### src/rtl/lbdr_reconf_issuer.sv
// Issues one LBDR reconfiguration strobe per accepted PE configuration, then
// waits for a granted header and a granted tail before committing the shadows.
module lbdr_reconf_issuer #(
  parameter logic [7:0]  Rxy_rst     = 8'd60,
  parameter logic [3:0]  Cx_rst      = 4'd15,
  parameter int unsigned TIMEOUT_CYC = 1024
) (
  input  logic       clk,
  input  logic       reset,
  input  logic       cfg_valid,
  input  logic [7:0] cfg_rxy,
  input  logic [3:0] cfg_cx,
  output logic       cfg_ready,
  input  logic [2:0] flit_type,
  input  logic       empty,
  input  logic       grant_N,
  input  logic       grant_E,
  input  logic       grant_W,
  input  logic       grant_S,
  input  logic       grant_L,
  input  logic       Faulty_C_N,
  input  logic       Faulty_C_E,
  input  logic       Faulty_C_W,
  input  logic       Faulty_C_S,
  output logic       Reconfig_command,
  output logic [7:0] Rxy_reconf_PE,
  output logic [3:0] Cx_reconf_PE,
  output logic       busy,
  output logic       done,
  output logic       timeout_err,
  output logic       fault_override,
  output logic [7:0] cur_rxy,
  output logic [3:0] cur_cx
);

  typedef enum logic [1:0] {S_IDLE, S_ISSUE, S_WAIT} state_e;

  localparam logic [15:0] CNT_LAST = 16'(TIMEOUT_CYC - 32'd1);

  state_e      state_q, state_d;
  logic        rdy_q;
  logic        rxy_ok_q, rxy_ok_d;
  logic        cx_ok_q, cx_ok_d;
  logic [3:0]  mask_q, mask_d;
  logic        fault_q, fault_d;
  logic [15:0] cnt_q, cnt_d;
  logic [7:0]  pe_rxy_q, pe_rxy_d;
  logic [3:0]  pe_cx_q, pe_cx_d;
  logic [7:0]  cur_rxy_q, cur_rxy_d;
  logic [3:0]  cur_cx_q, cur_cx_d;
  logic        done_c, timeout_c;

  logic [3:0] faults;
  logic       grants, hdr_ev, tail_ev;

  assign faults  = {Faulty_C_S, Faulty_C_W, Faulty_C_E, Faulty_C_N};
  assign grants  = grant_N | grant_E | grant_W | grant_S | grant_L;
  assign hdr_ev  = ~empty & grants & (flit_type == 3'b001);
  assign tail_ev = ~empty & grants & (flit_type == 3'b100);

  always_comb begin
    state_d   = state_q;
    rxy_ok_d  = rxy_ok_q;
    cx_ok_d   = cx_ok_q;
    mask_d    = mask_q;
    fault_d   = fault_q;
    cnt_d     = cnt_q;
    pe_rxy_d  = pe_rxy_q;
    pe_cx_d   = pe_cx_q;
    cur_rxy_d = cur_rxy_q;
    cur_cx_d  = cur_cx_q;
    done_c    = 1'b0;
    timeout_c = 1'b0;

    // Fault mask is tracked for the whole ISSUE/WAIT window, including the strobe cycle.
    if (state_q != S_IDLE && |faults) begin
      fault_d = 1'b1;
      mask_d  = faults;
    end

    unique case (state_q)
      S_IDLE: begin
        if (cfg_valid && rdy_q) begin
          pe_rxy_d = cfg_rxy;
          pe_cx_d  = cfg_cx;
          fault_d  = 1'b0;
          mask_d   = '0;
          rxy_ok_d = 1'b0;
          cx_ok_d  = 1'b0;
          cnt_d    = '0;
          state_d  = S_ISSUE;
        end
      end
      S_ISSUE: begin
        cnt_d   = '0;
        state_d = S_WAIT;
      end
      S_WAIT: begin
        rxy_ok_d = rxy_ok_q | hdr_ev;
        cx_ok_d  = cx_ok_q | tail_ev;
        cnt_d    = (cnt_q == 16'hFFFF) ? cnt_q : cnt_q + 16'd1;
        // Completion is evaluated on this cycle's events and wins over timeout.
        if (rxy_ok_d && cx_ok_d) begin
          cur_rxy_d = pe_rxy_q;
          cur_cx_d  = pe_cx_q & ~mask_d;
          done_c    = 1'b1;
          state_d   = S_IDLE;
        end else if (cnt_q == CNT_LAST) begin
          timeout_c = 1'b1;
          state_d   = S_IDLE;
        end
      end
      default: state_d = S_IDLE;
    endcase
  end

  always_ff @(posedge clk or posedge reset) begin
    if (reset) begin
      state_q   <= S_IDLE;
      rdy_q     <= 1'b0;
      rxy_ok_q  <= 1'b0;
      cx_ok_q   <= 1'b0;
      mask_q    <= '0;
      fault_q   <= 1'b0;
      cnt_q     <= '0;
      pe_rxy_q  <= Rxy_rst;
      pe_cx_q   <= Cx_rst;
      cur_rxy_q <= Rxy_rst;
      cur_cx_q  <= Cx_rst;
    end else begin
      state_q   <= state_d;
      rdy_q     <= 1'b1;
      rxy_ok_q  <= rxy_ok_d;
      cx_ok_q   <= cx_ok_d;
      mask_q    <= mask_d;
      fault_q   <= fault_d;
      cnt_q     <= cnt_d;
      pe_rxy_q  <= pe_rxy_d;
      pe_cx_q   <= pe_cx_d;
      cur_rxy_q <= cur_rxy_d;
      cur_cx_q  <= cur_cx_d;
    end
  end

  assign cfg_ready        = rdy_q & (state_q == S_IDLE);
  assign Reconfig_command = (state_q == S_ISSUE);
  assign busy             = (state_q != S_IDLE);
  assign done             = done_c;
  assign timeout_err      = timeout_c;
  assign fault_override   = fault_q;
  assign Rxy_reconf_PE    = pe_rxy_q;
  assign Cx_reconf_PE     = pe_cx_q;
  assign cur_rxy          = cur_rxy_q;
  assign cur_cx           = cur_cx_q;

endmodule

### config.mk
export PLATFORM = sky130hd
export DESIGN_NAME = lbdr_reconf_issuer
export DESIGN_NICKNAME = d
export VERILOG_FILES = /design/src/rtl/lbdr_reconf_issuer.sv
export SDC_FILE = /design/constraint.sdc
export NUM_CORES = 1
export LEC_CHECK = 0
export ABC_AREA = 1
export CORE_ASPECT_RATIO = 1.1
export CORE_MARGIN = 2
export CORE_UTILIZATION = 34
export DETAILED_ROUTE_END_ITERATION = 8
export PLACE_DENSITY = 0.6
export SYNTH_ARGS = -nofsm -noshare
export SYNTH_HDL_FRONTEND = slang
export SYNTH_SLANG_ARGS = --single-unit
### constraint.sdc
create_clock -name clk -period 1.9 [get_ports clk]
set_input_delay 0.38 -clock clk [delete_from_list [all_inputs] [get_ports clk]]
set_output_delay 0.38 -clock clk [all_outputs]
set_load 0.05 [all_outputs]
# --- Word-level counts from Yosys, hierarchy flattened ---
# Index checks and enable logic that the tools add are counted.
classes:
  n_addsub: 1
  eq_ne: 9
  n_bitwise: 13
  n_reduce_logical: 13
  mux: 21
ops:
  columns: ["op", "n"]
  rows:
  - ["one-hot mux 16 bit (3 select lines)", 1]
  - ["2-to-1 mux 16 bit", 2]
  - ["adder 16 x 1 -> 16 bit (second input constant)", 1]
  - ["equality test 16 x 10 -> 1 bit (second input constant)", 1]
  - ["equality test 16 bit (second input constant)", 1]
  - ["2-to-1 mux 4 bit", 3]
  - ["2-to-1 mux 1 bit", 9]
  - ["AND reduction 2 bit", 4]
  - ["2-to-1 mux 2 bit", 3]
  - ["bitwise OR 1 bit", 6]
  - ["one-hot mux 2 bit (3 select lines)", 1]
  - ["AND 1 bit", 4]
  - ["AND 4 bit", 1]
  - ["inequality test 2 bit (second input constant)", 2]
  - ["inverter 4 bit", 1]
  - ["one-hot mux 1 bit (2 select lines)", 2]
  - ["nonzero test 2 bit", 2]
  - ["OR reduction 4 bit", 1]
  - ["equality test 3 x 1 -> 1 bit (second input constant)", 1]
  - ["equality test 3 bit (second input constant)", 1]
  - ["logical AND 1 bit", 3]
  - ["inequality test 3 bit (second input constant)", 1]
  - ["AND reduction 3 bit", 1]
  - ["nonzero test 3 bit", 1]
  - ["4 further kinds", 4]
word_totals:
  regBits: 50
  inputBits: 28
  elab_cells: 68
  output_inout_bits: 30

# --- Logic depth before layout (Yosys ltp) ---
depth:
  depth_word: 10
  depth_mapped: 10
  ltp_nobuf: 9

# --- Worst setup path before layout ---
# OpenSTA, ideal clock, no wires.
synth_path:
  path_type: "flip-flop to output port"
  from: "reg cnt_q[0]"
  to: "out timeout_err"
  path_stages_with_launch: 8
  slack_ns: -0.280
  t_arrival_ns: 1.800
  required_ns: 1.520
  n_path_buf: 0
  cell_sequence: "dfrtp_1 -> ha_1 -> inv_1 -> nor2_4 -> nand2_4 -> nor2_1 -> nand3_1 -> nor2_1"
synth_between:
  elab_chain_len: 4
synth_rtl:
  columns: ["element", "line", "source"]
  rows:
  - ["start, declared", "46", "logic [15:0] cnt_q, cnt_d;"]
  - ["start signal, assigned", "137", "cnt_q <= cnt_d;"]
  - ["equality test 16 x 10 -> 1 bit", "108", "end else if (cnt_q == CNT_LAST) begin"]
  - ["2-to-1 mux 1 bit", "108", null]
  - ["2-to-1 mux 1 bit", "103", "if (rxy_ok_d && cx_ok_d) begin"]
  - ["2-to-1 mux 1 bit", "81", "unique case (state_q)"]
  - ["end, declared", "30", "output logic timeout_err,"]
# Every way passes these cells.

# --- Worst setup path after layout ---
# Same ends and word-level chain as after synthesis.

==> flow_metrics.env <==
export IMPL_clk_transition_reported_paths_ns=0.10
export IMPL_place_port_buffers=57
export IMPL_synthCells=336
export IMPL_worstPathCellList="ha_2 > inv_2 > nor2_4 > nand2_4 > nor2_4 > nand3_4 > nor2_4 > buf_12"
export IMPL_hold_path_class="in -> async"
export IMPL_routed_wire_length_per_instance_microns=12.1
export IMPL_cts_htree_levels=2
export IMPL_die_area_sq_mm=0.00834
export IMPL_cp_data_required_time_ns=1.52
export IMPL_die_height_microns=95.6
export IMPL_synth_lib_cells_used_distinct=32
export IMPL_yosysSeqAreaShare_pct=49.1
export IMPL_placed_cell_area_sq_mm=0.00334
export IMPL_dp_final_hpwl_microns=4420
export IMPL_outcome="finished with violations"
export IMPL_insertedDiodeCount=0
export IMPL_vias=2363
export IMPL_report_final_slew_viol_count=0
export IMPL_setup_viol=1
export IMPL_finalWirelength_microns=6080
export IMPL_place_congestion=0.784
export IMPL_cts_max_path_buffers=2
export IMPL_clkSinkCount=50
export IMPL_cp_data_arrival_time_ns=1.59
export IMPL_rows=33
export IMPL_cts_hold_buffers_added=0
export IMPL_ioPinCount=58
export IMPL_power_total_uw=5160
export IMPL_cts_tree="yes"
export IMPL_detail_route_vias_per_cell=4.69
export IMPL_critical_path_slowest_cell="sky130_fd_sc_hd__dfrtp_1"
export IMPL_ys_ff_latch=50
export IMPL_synth_top_flop_cell="sky130_fd_sc_hd__dfrtp_1"
export IMPL_max_stage_delay_ns=0.37
export IMPL_design_final_nets=445
export IMPL_synth_edf_count=0
export IMPL_nFillCells=744
export IMPL_finalHoldViolCount=0
export IMPL_antenna_violations_before_repair=0
export IMPL_critical_path_peak_fanout=3
export IMPL_syn_cell_area_sq_mm=0.00259
export IMPL_synth_warnings=0
export IMPL_yosysTopAreaCell="sky130_fd_sc_hd__dfrtp_1"
export IMPL_min_period_ns=1.97
export IMPL_final_core_util_pct=47.9
export IMPL_worst_skew_pair_late_latency_ns=0.30
export IMPL_worstMarginPinSlew_ns=0.499
export IMPL_criticalPathCategory="reg -> out"
export IMPL_failing_checks="setup timing"
export IMPL_dieWidth_microns=87.2
export IMPL_stdcell_area_sq_mm=0.00356
export IMPL_synth_area_per_cell_sq_um=7.71
export IMPL_startpoint_type="flop"
export IMPL_detail_route_antenna_nets=0
export IMPL_areaGrowthSynthToFinish_pct=37.5
export IMPL_rsz0062_at_grt="yes"
export IMPL_first_pass_grt_wire_length_microns=10800
export IMPL_layout_setup_ws_ns=-0.0721
export IMPL_grt_start_max_net_pins=51
export IMPL_cts_inserted_buffers=5
export IMPL_vias_in_the_first_global_route=2416
export IMPL_fp_coreArea_sq_mm=0.00743
export IMPL_layout_skew_ns=0.00534
export IMPL_peakVddDrop_uv=1050
export IMPL_synth_top_cells_by_area="sky130_fd_sc_hd__dfrtp_1 (33%), sky130_fd_sc_hd__nand2_1 (22%), sky130_fd_sc_hd__dfstp_2 (16%), sky130_fd_sc_hd__nor2_1 (5.1%), sky130_fd_sc_hd__nand3_1 (3.3%)"
export IMPL_layout_drive_gt1_share_pct=26.4
export IMPL_number_of_design_rule_violations_left_by_the_first_detailed_router_iteration=84
export IMPL_drt_pre_antenna_iters=6
export IMPL_cpMostUsedCell="sky130_fd_sc_hd__nor2_4"
export IMPL_ctsRootBufferMaster="sky130_fd_sc_hd__clkbuf_8"
export IMPL_global_route_overflow_total=0
export IMPL_cp_end_kind="output port"
export IMPL_relSlewSlack_pct=66.7
export IMPL_power_per_cell_area_mw_per_mm2=1450
export IMPL_synth_async_sr_flop_share_pct=100
export IMPL_max_clock_freq_mhz=507
export IMPL_synthDominantCellAreaShare_pct=32.8
export IMPL_synth_net_count=365
export IMPL_timing_final_crit_share_pct=104
export IMPL_max_cap_viol_count=0
export IMPL_drc=0
export IMPL_floorplan_initialDensity_pct=34.9
export IMPL_grtUsageTotal_pct=16.1
export IMPL_power_static_leakage_uw=0.00178
layout by cell type, fill, tap and decap left out, types with 2 or more instances in the layout:
master / count
sky130_fd_sc_hd__nand3_1: 15
sky130_fd_sc_hd__dfstp_2: 16
sky130_fd_sc_hd__o21ai_0: 6
sky130_fd_sc_hd__nand4_1: 4
sky130_fd_sc_hd__a22oi_1: 4
sky130_fd_sc_hd__dlymetal6s2s_1: 3
sky130_fd_sc_hd__xor2_1: 3
sky130_fd_sc_hd__inv_1: 18
sky130_fd_sc_hd__clkdlybuf4s50_1: 19
sky130_fd_sc_hd__dfrtp_1: 33
sky130_fd_sc_hd__inv_2: 4
sky130_fd_sc_hd__inv_6: 2
sky130_fd_sc_hd__buf_12: 6
sky130_fd_sc_hd__nor2_4: 6
sky130_fd_sc_hd__clkbuf_8: 5
sky130_fd_sc_hd__buf_4: 42
sky130_fd_sc_hd__nand2_1: 149
sky130_fd_sc_hd__nand2_4: 6
sky130_fd_sc_hd__or2_2: 5
sky130_fd_sc_hd__nand2_2: 8
sky130_fd_sc_hd__a21oi_2: 2
sky130_fd_sc_hd__o21bai_1: 4
sky130_fd_sc_hd__nor2_1: 33
sky130_fd_sc_hd__dlygate4sd2_1: 9
sky130_fd_sc_hd__nor3b_2: 2
sky130_fd_sc_hd__nand3b_1: 2
repair_timing:
action                                  CTS  global route
setup buffers                             6             3
endpoints found under the setup margin    3             5
resized for setup                        25             5
pin swaps                                14             1
registers in the layout, indices dropped and copies added (netlist names):
name / flops
Cx_reconf_PE: 4
rdy_q: 1
rxy_ok_q: 1
cur_rxy: 8
cx_ok_q: 1
fault_override: 1
cnt_q: 16
cur_cx: 4
Rxy_reconf_PE: 8
mask_q: 4
state_q: 2
critical path, delay by kind of cell (launching register included):
kind | cells | cell delay, ns
fa+ha+maj | 1 | 0.20
simple gates | 5 | 0.52
buf+inv | 2 | 0.20
flops | 1 | 0.37
cells in the mapped netlist, types with 2 or more instances:
master	count
sky130_fd_sc_hd__nand2_1	153
sky130_fd_sc_hd__nand2_4	4
sky130_fd_sc_hd__nand2_2	6
sky130_fd_sc_hd__or2_2	5
sky130_fd_sc_hd__dfrtp_1	34
sky130_fd_sc_hd__xor2_1	3
sky130_fd_sc_hd__buf_2	2
sky130_fd_sc_hd__nand3_1	17
sky130_fd_sc_hd__inv_1	20
sky130_fd_sc_hd__a22oi_1	4
sky130_fd_sc_hd__nand3b_1	2
sky130_fd_sc_hd__o21ai_0	6
sky130_fd_sc_hd__inv_2	2
sky130_fd_sc_hd__nor2_4	3
sky130_fd_sc_hd__a21oi_2	2
sky130_fd_sc_hd__o21bai_1	4
sky130_fd_sc_hd__nor3b_1	2
sky130_fd_sc_hd__nor2_1	35
sky130_fd_sc_hd__dfstp_2	16
sky130_fd_sc_hd__nand4_1	4
path summary, 6_finish.rpt:
| check | start | to | slack (ns) | depth (start not counted) |
|---|---|---|---|---|
| worst max register to register | cnt_q[0]$_DFFE_PP0P_ | cnt_q[9]$_DFFE_PP0P_ | 0.26 | 10 |
| max in group asynchronous | reset | cur_cx[3]$_DFFE_PP1P_ | 1.19 | 3 |
| worst max-delay path | cnt_q[0]$_DFFE_PP0P_ | timeout_err | -0.07 | 8 |
| worst min-delay path | reset | cx_ok_q$_DFFE_PP0P_ | 0.44 | 3 |
| worst min register to register | cur_rxy[3]$_DFFE_PP1P_ | cur_rxy[3]$_DFFE_PP1P_ | 0.47 | 2 |
| min in group clk | cur_rxy[3]$_DFFE_PP1P_ | cur_rxy[3]$_DFFE_PP1P_ | 0.47 | 2 |
kinds of logic after synthesis:
group / share of synthesized area (%)
fa+ha+maj: 0.483
compound gates: 4.78
other cells: 0.145
xor+xnor: 1.35
buf+inv: 5.17
simple gates: 39.0
flops: 49.1
area by class of cell:
| class | instances | area, sq um | share of cell area (%) |
|---|---|---|---|
| inverters | 23 | 86.3 | 2.42 |
| multi-input cells | 257 | 1260 | 35.4 |
| repair buffers | 79 | 742 | 20.8 |
| flip-flops and latches | 50 | 1270 | 35.7 |
| well taps | 87 | 109 | 3.06 |
| clock inverters | 2 | 17.5 | 0.492 |
| clock buffers | 6 | 72.6 | 2.04 |
where the power goes:
part           internal (uW)  switching (uW)
Clock                    271             381
Combinational            873            1890
Sequential              1540             214
Total                   2680            2480
stage by stage:
step           setup slack, ns  hold WS, ns  std cells  TNS (ns)
3_3_place_gp            -0.182        0.450        487    -0.944
3_5_place_dp            -0.207        0.455        487     -1.41
5_1_grt                 -0.164        0.453        504    -0.164
2_1_floorplan           0.0272        0.476        336         0
6_report               -0.0721        0.440        504   -0.0721
4_1_cts                -0.0842        0.441        501   -0.0842
routing by layer:
layer / track usage [%] / vias to the layer above / routed length, microns
met1: 19.4 / 1108 / 2700
li1: - / 1201 / -
met3: 4.94 / 2 / 370
met2: 28.4 / 52 / 2980
met5: 0 / - / 0
met4: 3.08 / 0 / 25
Note: power is estimated with default switching activity, not from simulation.
